[config.mk]
export PLATFORM = sky130hd
export DESIGN_NAME = sram_port_arbiter
export DESIGN_NICKNAME = d
export VERILOG_FILES = /design/src/rtl/sram_port_arbiter.sv
export SDC_FILE = /design/constraint.sdc
export NUM_CORES = 1
export LEC_CHECK = 0
export BUFFER_PORTS_ARGS = -buffer_cell sky130_fd_sc_hd__buf_2
export CAP_MARGIN = 30
export CORE_MARGIN = 10
export CORE_UTILIZATION = 50
export CTS_BUF_LIST = sky130_fd_sc_hd__clkbuf_16
export CTS_CLUSTER_SIZE = 8
export DETAILED_ROUTE_END_ITERATION = 7
export PLACE_DENSITY_LB_ADDON = 0.12
export SETUP_SLACK_MARGIN = 0.05
export SLEW_MARGIN = 25
export SYNTH_ARGS = -nofsm -noshare
export SYNTH_HDL_FRONTEND = slang
export SYNTH_SLANG_ARGS = --single-unit
[constraint.sdc]
create_clock -name CLK -period 8.3 [get_ports CLK]
set_input_delay 1.245 -clock CLK [delete_from_list [all_inputs] [get_ports CLK]]
set_output_delay 1.245 -clock CLK [all_outputs]
set_load 0.02 [all_outputs]
[src/rtl/sram_port_arbiter.sv]
// sram_port_arbiter: round-robin I/D arbiter for one single-port SRAM, with registered M_* command, I_*/D_* request and response ports and async reset RST
module sram_port_arbiter #(
  parameter int AWIDTH = 12
) (
  input  logic              CLK,
  input  logic              RST,
  input  logic              I_REQ,
  input  logic [AWIDTH-1:0] I_ADDR,
  output logic              I_GNT,
  output logic              I_RVALID,
  output logic [31:0]       I_RDATA,
  input  logic              D_REQ,
  input  logic              D_WE,
  input  logic [AWIDTH-1:0] D_ADDR,
  input  logic [3:0]        D_BE,
  input  logic [31:0]       D_WDATA,
  output logic              D_GNT,
  output logic              D_RVALID,
  output logic [31:0]       D_RDATA,
  output logic              M_CSN,
  output logic [AWIDTH-1:0] M_ADDR,
  output logic              M_WEN,
  output logic [3:0]        M_BE,
  output logic [31:0]       M_DI,
  input  logic [31:0]       M_DOUT
);
  logic r_last;
  logic r_tag_rd;
  logic r_tag_src;
  logic w_gnt_i;
  logic w_gnt_d;
  assign w_gnt_d = ~RST & D_REQ & (~I_REQ | ~r_last);
  assign w_gnt_i = ~RST & I_REQ & (~D_REQ | r_last);
  assign I_GNT = w_gnt_i;
  assign D_GNT = w_gnt_d;
  always_ff @(posedge CLK or posedge RST)
    if (RST) begin
      r_last    <= 1'b0;
      r_tag_rd  <= 1'b0;
      r_tag_src <= 1'b0;
      M_CSN     <= 1'b1;
      M_WEN     <= 1'b1;
      M_ADDR    <= '0;
      M_BE      <= 4'h0;
      M_DI      <= 32'h0;
      I_RVALID  <= 1'b0;
      D_RVALID  <= 1'b0;
      I_RDATA   <= 32'h0;
      D_RDATA   <= 32'h0;
    end else begin
      if (w_gnt_i | w_gnt_d) r_last <= w_gnt_d;
      M_CSN <= ~(w_gnt_i | w_gnt_d);
      if (w_gnt_i) begin
        M_WEN  <= 1'b1;
        M_BE   <= 4'hF;
        M_ADDR <= I_ADDR;
      end else if (w_gnt_d) begin
        M_WEN  <= ~D_WE;
        M_BE   <= D_BE;
        M_DI   <= D_WDATA;
        M_ADDR <= D_ADDR;
      end
      r_tag_rd  <= w_gnt_i | (w_gnt_d & ~D_WE);
      r_tag_src <= w_gnt_d;
      I_RVALID  <= r_tag_rd & ~r_tag_src;
      D_RVALID  <= r_tag_rd & r_tag_src;
      if (r_tag_rd & ~r_tag_src) I_RDATA <= M_DOUT;
      if (r_tag_rd & r_tag_src) D_RDATA <= M_DOUT;
    end
endmodule

==> results_dict.tcl, run 1 <==
set metrics [dict create \
    result_of_the_run "completed" \
    kind_of_critical_path "in -> out" \
    min-delay-path-class "reg -> reg" \
    crit_end "I_GNT" \
    clock_skew_ps 7.689 \
    cellPowerDensity_nw_per_um2 321.1 \
    critPathLaunch "RST" \
    post_cts_resize_count 0 \
    drive_gt1_frac 0.5734 \
    drt_first_pass_iters 5 \
    cts_sinks 119 \
    postSynthNetCount 382 \
    synth_compound_gate_area_share 0.03755 \
    grt_overflow_total 0 \
    finish.instance_area_um2 6188 \
    vdd_drop_max_mv 0.1701 \
    finish.net_count 604 \
    rr_startpoint "r_tag_src" \
    synth_top_cells_by_count "sky130_fd_sc_hd__dfrtp_1 (117), sky130_fd_sc_hd__mux2_1 (51), sky130_fd_sc_hd__mux2_2 (45), sky130_fd_sc_hd__and2_1 (13), sky130_fd_sc_hd__a221o_1 (12)" \
    residual_drc_count 0 \
    start_util 0.5171 \
    gr-usage-met1 0.1869 \
    routed_via_density 5.065 \
    headroom_to_the_max_slew_limit 0.4114 \
    worst-r2r-setup-slack_ps 6680 \
    synth.largest_area_cell "sky130_fd_sc_hd__dfrtp_1" \
    cts-root-buf "sky130_fd_sc_hd__clkbuf_16" \
    grt_pass1_vias 3604 \
    number_of_antenna_violations_at_the_first_check_in_global_routing 0 \
    routed_wirelength_mm 11.78 \
    grt_start_max_net_pins 66 \
    synth_top_family_by_area "multiplexers" \
    area_of_the_mapped_netlist_um2 4532 \
    gp_routability_congestion 0.7599 \
    finalHoldViolations 0 \
    global_route_wire_length_before_repair_mm 18.17 \
    chipWidth_um 115.2 \
    cts.clk_slew.worst_paths_ps 50 \
    detailedPlacementHpwl_mm 8.918 \
    m2_gr_usage 0.2913 \
    p_total_mw 1.987 \
    worst_setup_path_end_kind "output pin" \
    worstMarginPinSlew_ps 882.9 \
    utilization 0.7062 \
    die_area_um2 13270 \
    synthArstFlopShare 1.000 \
    number_of_library_cell_types_mapped_by_synthesis 22 \
    clock_tree.htree_level_count 4 \
    pre_cts_ws_ps 4353 \
    num_vias 3171 \
    synth-adder-area-share 0 \
    clkLatencyLatePin_ps 390 \
    post_cts_buffers 0 \
    synthCells 285 \
    synth.ff_latch_count 119 \
    worstRegToRegCells 2 \
    drt-initial-drc-count 143 \
    drtAntennaViolNets 0 \
    fraction_of_synthesized_cell_area_taken_by_the_top_area_cell_type 0.6461 \
    most_crowded_layer_after_global_routing "met2" \
    port-buffer-count 214 \
    critical_path_required_ps 7050 \
    yosys.cell_count.top_type "sky130_fd_sc_hd__dfrtp_1" \
    report.final.setup_viol 0 \
    detail_route.wl_per_cell_um 18.82 \
    timing_max_transition_violations_final 0 \
    yosys_most_used_dff "sky130_fd_sc_hd__dfrtp_1" \
    placedInstanceArea_um2 5670 \
    clock.fmax_mhz 256.2 \
    critical_path.reg2reg.endpoint "I_RDATA[30]" \
    critPathArrivalTime_ps 2660 \
    post_synth_xor_area_fraction 0 \
    numCtsBuffers 17 \
    timing.final.crit_share 0.4702 \
    cp_max_fo 56 \
    setup_total_negative_slack_ps 0 \
    synth_seq_area_share 0.6576 \
    placeable_core_region_um2 8763 \
    whs_path_depth 1 \
    holdBufCountCts 0 \
    min_period_ps 3903 \
    maxCapViolCount 0 \
    die_h_um 115.2 \
    total_leakage_power_nw 3.074 \
    synth_edf_count 0 \
    postLayoutSetupSlackWorst_ps 4397 \
    simple_gate_area_share_of_the_yosys_netlist 0.04224 \
    syn_avg_cell_area_um2 15.90 \
    worstSetupStartpointType "primary input" \
    synth.top_cells.by_area "sky130_fd_sc_hd__dfrtp_1 (65%), sky130_fd_sc_hd__mux2_1 (13%), sky130_fd_sc_hd__mux2_2 (11%)" \
    rows 34 \
    clk_path_buf_depth 2 \
    grt_use_total 0.1747 \
    grt_use_met3 0.08906 \
    ys_warn_count 0 \
    antennaDiodeCount 0 \
    setup_repair_after_global_routing_missed_its_margin "no" \
    area_delta_synth_final_pct 36.55 \
    synth.area.mux_share 0.2385 \
    floorplan.io_pins 215 \
    tritoncts "yes" \
]
==> final cells by class <==
class	instances	area, um2
multi-input cells	148	1445
well taps	108	135.1
clock inverters	13	92.59
inverters	5	23.77
repair buffers	216	1086
flip-flops and latches	119	2980
fillers	645	2575
clock buffers	17	425.4
==> worst min path at each step <==
stage                        start  endpoint  slack (ps)
after CTS                  M_DI[0]   M_DI[0]         480
after floorplan             r_last    r_last         510
after global routing       M_DI[0]   M_DI[0]         490
after detailed placement   M_DI[0]   M_DI[0]         470
final                      M_DI[4]   M_DI[4]         480
after global placement    M_DI[16]  M_DI[16]         460
==> logic make-up (layout without fill, tap and decap cells) <==
group                  Yosys count  in the layout
buffers and inverters           18            251
muxes                           96             96
and+or+nand+nor                 31             31
DFF                            119            119
AOI/OAI and AO/OA               21             21
==> power breakdown <==
group	switching [mW]	internal, mW
Clock	0.238	0.399
Sequential	0.0716	0.727
Combinational	0.335	0.216
Total	0.645	1.34
==> cells in the final DEF (no fill, tap or decap) <==
master                         n
sky130_fd_sc_hd__o21bai_1      1
sky130_fd_sc_hd__nand2_2       1
sky130_fd_sc_hd__o211ai_1      1
sky130_fd_sc_hd__nand2b_1      3
sky130_fd_sc_hd__dfstp_2       2
sky130_fd_sc_hd__bufinv_16     1
sky130_fd_sc_hd__buf_4         2
sky130_fd_sc_hd__mux2_2       45
sky130_fd_sc_hd__and2_1       13
sky130_fd_sc_hd__clkinv_2      5
sky130_fd_sc_hd__buf_2       214
sky130_fd_sc_hd__dfrtp_1     117
sky130_fd_sc_hd__nand2_4       1
sky130_fd_sc_hd__clkbuf_16    17
sky130_fd_sc_hd__o21ai_0       7
sky130_fd_sc_hd__a221o_1      12
sky130_fd_sc_hd__mux2_1       51
sky130_fd_sc_hd__nand3_1       8
sky130_fd_sc_hd__inv_2         1
sky130_fd_sc_hd__nand2_1       2
sky130_fd_sc_hd__inv_4         2
sky130_fd_sc_hd__clkinv_1      3
sky130_fd_sc_hd__and2b_4       1
sky130_fd_sc_hd__nand2b_2      1
sky130_fd_sc_hd__inv_1         3
sky130_fd_sc_hd__nand3_2       1
sky130_fd_sc_hd__clkinvlp_4    3
==> stage by stage <==
step | hold WS, ps | instances
floorplan | 505.1 | 285
global placement | 463.0 | 596
detailed placement | 469.2 | 596
CTS | 480.7 | 626
global route | 492.7 | 626
finish | 477.7 | 626
==> state kept, by name, summed over array words and instances, names as in the netlist <==
register,flops
M_CSN,1
D_RVALID,1
I_RVALID,1
I_RDATA,32
M_ADDR,12
M_WEN,1
M_BE,4
D_RDATA,32
M_DI,32
r_tag_src,1
r_last,1
r_tag_rd,1
==> layer usage <==
layer | up-vias | share of wire
li1 | 1462 | -
met2 | 148 | 0.49
met1 | 1548 | 0.38
met4 | 0 | 0.016
met3 | 13 | 0.11
met5 | - | 0
==> critical path, stage by stage <==
cell and delay [ps]:
sky130_fd_sc_hd__buf_2 130, sky130_fd_sc_hd__inv_4 480, sky130_fd_sc_hd__nand3_2 300, sky130_fd_sc_hd__inv_2 260, sky130_fd_sc_hd__buf_2 210
No activity file was read; power rests on OpenSTA's default activity.
==> inputs of run 2 (changes only) <==
Settings changed: CORE_UTILIZATION 50 to 42.
Clock period 8.3 ns to 3.3 ns, I/O delays scaled along.
==> run 2 against run 1 <==
Net effect:
- combinational power grew to 2.5 times the previous value
- count of clock-buffer cells in the layout is the same
- flip-flop and latch count is the same
- via count is essentially flat
- final cell count grew 5.1%
- highest routed layer unchanged
- die area grew 16%
==> results_dict.tcl, run 2 (synthesis gave the netlist of run 1 again) <==
set metrics [dict create \
    start_util 0.4351 \
    detailedPlacementHpwl_mm 9.176 \
    worstRegToRegCells 3 \
    global_route_wire_length_before_repair_mm 17.91 \
    numCtsBuffers 17 \
    post_layout_nonfiller_instances 658 \
    critical_path_required_ps 2800 \
    sw_power_mw 1.604 \
    routed_via_density 4.824 \
    drive_gt1_frac 0.5709 \
    critPathArrivalTime_ps 1560 \
    layout.area.seq_um2 2980 \
    grt_overflow_total 0 \
    post_cts_resize_count 0 \
    port-buffer-count 214 \
    crit_chain "nand2b_1, nand3_2, inv_2, buf_2" \
    cp_max_fo 13 \
    timing_max_transition_violations_final 0 \
    whs_path_depth 2 \
    pre_cts_ws_ps 1244 \
    report.final.setup_viol 0 \
    postLayoutSetupSlackWorst_ps 1245 \
    gp_routability_congestion 0.7292 \
    routed_wirelength_mm 11.83 \
    result_of_the_run "completed" \
    post_cts_buffers 0 \
    tritoncts "yes" \
    utilization 0.6064 \
    multi_input_comb_area_um2 1445 \
    finish.net_count 606 \
    cts.clk_slew.worst_paths_ps 50 \
    fill_cells 882 \
    headroom_to_the_max_slew_limit 0.4128 \
    number_of_buffer_and_inverter_stages_on_the_critical_path 2 \
    holdBufCountCts 0 \
    cts-root-buf "sky130_fd_sc_hd__clkbuf_16" \
    cellPowerDensity_nw_per_um2 825.5 \
    internal_mw 3.611 \
    final_common_cell "sky130_fd_sc_hd__buf_2" \
    sequential_fraction_of_design_power 0.385 \
    detail_route.wl_per_cell_um 17.98 \
    power.share.clock 0.350 \
    critical-path-top-delay-family "buffers and inverters" \
    cp_slowest_cell "sky130_fd_sc_hd__dfrtp_1" \
    grt_use_total 0.1526 \
    min_period_ps 2055 \
    kind_of_critical_path "reg -> out" \
    setup_total_negative_slack_ps 0 \
    timing.final.crit_share 0.6226 \
    place_inst 626 \
    worstSetupStartpointType "flop" \
    area_delta_synth_final_pct 39.37 \
    grt_pass1_vias 3485 \
    clock_tree.htree_level_count 4 \
    residual_drc_count 0 \
    floorplan.io_pins 215 \
    die_area_um2 15350 \
    top_regs "D_RDATA x32, I_RDATA x32, M_DI x32" \
    number_of_antenna_violations_at_the_first_check_in_global_routing 0 \
    num_vias 3174 \
    worstSetupPathDepth 4 \
    vdd_drop_max_mv 0.3206 \
    chipWidth_um 123.9 \
    drt-initial-drc-count 147 \
    finalHoldViolations 0 \
    min-delay-path-class "in -> reg" \
    rows 37 \
    p_total_mw 5.214 \
    setup_repair_after_global_routing_missed_its_margin "no" \
    worst_path_largest_cell_delay_ps 410 \
    worstMarginPinSlew_ps 880.8 \
    drt_first_pass_iters 4 \
    cts_sinks 119 \
    net_switching_share_of_the_total_power 0.3076 \
    maxCapViolCount 0 \
    placeable_core_region_um2 10420 \
    clock_skew_ps 5.914 \
    clock.fmax_mhz 486.7 \
    final_cell_mix "sky130_fd_sc_hd__buf_2 (214), sky130_fd_sc_hd__dfrtp_1 (117), sky130_fd_sc_hd__mux2_1 (51)" \
    total_leakage_power_nw 3.126 \
    comb_power_share 0.265 \
    die_h_um 123.9 \
    clkLatencyLatePin_ps 400 \
    drtAntennaViolNets 0 \
    grt_start_max_net_pins 63 \
    worst_setup_path_end_kind "output pin" \
    clk_path_buf_depth 2 \
    antennaDiodeCount 0 \
]
run 2: cell types whose count changed in the layout (fill, tap and decap cells not counted):
cell	before	now
sky130_fd_sc_hd__clkinv_2	5	3
sky130_fd_sc_hd__bufinv_16	1	4
sky130_fd_sc_hd__clkinv_1	3	4
sky130_fd_sc_hd__clkinvlp_4	3	2
sky130_fd_sc_hd__buf_4	2	4
sky130_fd_sc_hd__inv_4	2	1
sky130_fd_sc_hd__inv_1	3	5
run 2: final cells by class:
| cell class | count | area share |
|---|---|---|
| flip-flops and latches | 119 | 0.4719 |
| multi-input cells | 148 | 0.2288 |
| repair buffers | 218 | 0.1743 |
| clock buffers | 17 | 0.06735 |
| well taps | 136 | 0.02694 |
| clock inverters | 15 | 0.02674 |
| inverters | 5 | 0.003962 |
run 2: through the flow:
stage	hold slack, ps	area (um2)
2_1_floorplan	505.1	4542
3_5_place_dp	470.5	5722
6_report	290.0	6316
5_1_grt	280.6	6316
3_3_place_gp	463.3	5722
4_1_cts	263.6	6316
run 2: path summary, 6_finish.rpt:
path	slack, ps	from	to
setup / recovery	1250	r_last	I_GNT
max in group asynchronous	2380	RST	D_RDATA[24]
hold reg to reg	470	M_DI[0]	M_DI[0]
hold / removal	290	D_WE	M_WEN
min in group asynchronous	380	RST	M_DI[29]
setup reg to reg	1510	r_tag_src	D_RDATA[1]
run 2: layer usage:
layer	part of all wire	GRT usage	routed length, um	up-vias
li1	-	-	-	1472
met1	0.37	0.1561	4362	1536
met2	0.48	0.2536	5686	151
met3	0.13	0.08778	1591	15
met4	0.016	0.05968	191	0
met5	0	0	0	-
run 2: power groups by stage:
| stage | Combinational [mW] | Clock [mW] | Sequential, mW |
|---|---|---|---|
| final | 1.38 | 1.83 | 2.01 |
| after global routing | 1.48 | 1.94 | 2.05 |
| after CTS | 1.41 | 1.87 | 2.01 |
| after detailed placement | 1.41 | 0 | 2.03 |
| after global placement | 1.39 | 0 | 2.02 |
| after floorplan | 0.388 | 0 | 2.47 |
==> inputs of run 3 (changes only) <==
Clock period 3.3 ns to 1.7 ns, I/O delays scaled along.
==> run 3 against run 2 <==
Net effect:
- wire length rose by 2.2%
- utilization rose by 1.3 points
- sequential share of layout area fell by 0.96 points
- worst setup slack got worse by 1100 ps
- die area did not move
- final area rose by 2.1%
- final cell count rose by 1.8%
- non-clock buffer count rose by 12
- clock skew rose by 4.2 ps
- combinational power rose by 100%
==> results_dict.tcl, run 3 (synthesis gave the netlist of run 1 again) <==
set metrics [dict create \
    clkLatencyLatePin_ps 390 \
    residual_drc_count 0 \
    p_total_mw 9.944 \
    cts-root-buf "sky130_fd_sc_hd__clkbuf_16" \
    critical-path-top-delay-family "flip-flops" \
    global_route_wire_length_before_repair_mm 18.25 \
    start_util 0.4351 \
    finish.net_count 618 \
    grt_use_total 0.1536 \
    gp_routability_congestion 0.7720 \
    critical_path_required_ps 1440 \
    die_h_um 123.9 \
    worstMarginPinSlew_ps 805.8 \
    setup_repair_after_global_routing_missed_its_margin "yes" \
    rows 37 \
    antennaDiodeCount 0 \
    area_delta_synth_final_pct 42.27 \
    report.final.setup_viol 0 \
    sequential_fraction_of_design_power 0.392 \
    placeable_core_region_um2 10420 \
    routed_wirelength_mm 12.09 \
    drt_first_pass_iters 4 \
    number_of_buffer_and_inverter_stages_on_the_critical_path 3 \
    critPathArrivalTime_ps 1340 \
    min_period_ps 1597 \
    result_of_the_run "completed" \
    min-delay-path-class "in -> reg" \
    drive_gt1_frac 0.5824 \
    crit_chain "nand2_2, nand2_4, inv_6, buf_8, buf_4" \
    detail_route.wl_per_cell_um 18.04 \
    total_leakage_power_nw 3.186 \
    cellPowerDensity_nw_per_um2 1542 \
    worst_setup_path_end_kind "output pin" \
    clock_skew_ps 10.16 \
    cts_sinks 119 \
    grt_pass1_vias 3559 \
    final_common_cell "sky130_fd_sc_hd__buf_2" \
    worst_path_largest_cell_delay_ps 400 \
    placedInstanceArea_um2 5799 \
    floorplan.io_pins 215 \
    die_area_um2 15350 \
    timing_max_transition_violations_final 0 \
    net_switching_share_of_the_total_power 0.3183 \
    worstSetupStartpointType "flop" \
    sw_power_mw 3.165 \
    finalHoldViolations 0 \
    detailedPlacementHpwl_mm 9.150 \
    cp_slowest_cell "sky130_fd_sc_hd__dfrtp_1" \
    internal_mw 6.779 \
    headroom_to_the_max_slew_limit 0.4617 \
    clock.fmax_mhz 626.2 \
    num_vias 3215 \
    finish.instance_area_um2 6447 \
    port-buffer-count 214 \
    worst-r2r-setup-slack_ps 310 \
    setup_total_negative_slack_ps 0 \
    cts.clk_slew.worst_paths_ps 50 \
    numCtsBuffers 17 \
    drtAntennaViolNets 0 \
    timing.final.crit_share 0.9394 \
    fill_cells 862 \
    top_regs "D_RDATA x32, I_RDATA x32, M_DI x32" \
    kind_of_critical_path "reg -> out" \
    chipWidth_um 123.9 \
    final_cell_mix "sky130_fd_sc_hd__buf_2 (213), sky130_fd_sc_hd__dfrtp_1 (117), sky130_fd_sc_hd__mux2_1 (51)" \
    routed_via_density 4.799 \
    clk_path_buf_depth 2 \
    grt_start_max_net_pins 120 \
    number_of_antenna_violations_at_the_first_check_in_global_routing 1 \
    power.share.clock 0.330 \
    maxCapViolCount 0 \
    tritoncts "yes" \
    holdBufCountCts 0 \
    vdd_drop_max_mv 0.6194 \
    comb_power_share 0.278 \
    grt_overflow_total 0 \
    clock_tree.htree_level_count 4 \
    drt-initial-drc-count 129 \
    cp_max_fo 10 \
]
run 3: final cells by class:
| class | count | area [um2] | share of cell area |
|---|---|---|---|
| Clock buffer | 17 | 425.4 | 0.06598 |
| Clock inverter | 15 | 125.1 | 0.01941 |
| Inverter | 5 | 30.03 | 0.004657 |
| Multi-Input combinational cell | 148 | 1453 | 0.2253 |
| Sequential cell | 119 | 2980 | 0.4623 |
| Tap cell | 136 | 170.2 | 0.02639 |
| Timing Repair Buffer | 230 | 1264 | 0.1960 |
run 3: worst reg2reg max path, cell delays in order, from the launching register on:
cell and delay, ps:
sky130_fd_sc_hd__dfrtp_1 400, sky130_fd_sc_hd__nand2b_1 190, sky130_fd_sc_hd__nand3_4 140, sky130_fd_sc_hd__inv_4 50
sky130_fd_sc_hd__buf_4 170, sky130_fd_sc_hd__a221o_1 330
run 3: metrics by stage:
stage	hold WS [ps]	worst slack, ps	cells	utilization
after floorplan	344.4	-1302	285	-
after global placement	463.2	211.2	628	0.5568
after detailed placement	469.1	201.9	628	0.5568
after CTS	49.95	55.66	663	0.6132
after global routing	57.48	20.01	670	0.6190
final	65.69	103.0	670	0.6190
run 3: routing by layer:
layer  routed length [um]  vias up  track usage
li1                     -     1490            -
met1                 4674     1572       0.1674
met2                 5949      146       0.2596
met3                 1389        7      0.07466
met4                   76        0      0.04585
met5                    0        -            0
run 3: timing repair:
item,in CTS,in global routing
setup endpoints to repair,2,2
cloned,0,0
gates resized for setup,5,1
buffers inserted,3,7
pin swaps,1,1
run 3: power by group through the flow:
stage	Combinational, mW	Sequential, mW	Clock [mW]
final	2.77	3.89	3.28
after global routing	2.97	3.98	3.49
after CTS	2.80	3.90	3.36
after detailed placement	2.78	3.94	0
after global placement	2.73	3.92	0
after floorplan	0.754	4.80	0
run 3: worst paths after layout:
check / cells past startpoint / endpoint / start
max reg2reg: 5 / M_ADDR[9] / r_last
min reg2reg: 1 / M_DI[8] / M_DI[8]
min in group asynchronous: 3 / M_DI[12] / RST
min: 2 / M_WEN / D_WE
max: 5 / D_GNT / r_last
max in group asynchronous: 3 / D_RDATA[5] / RST
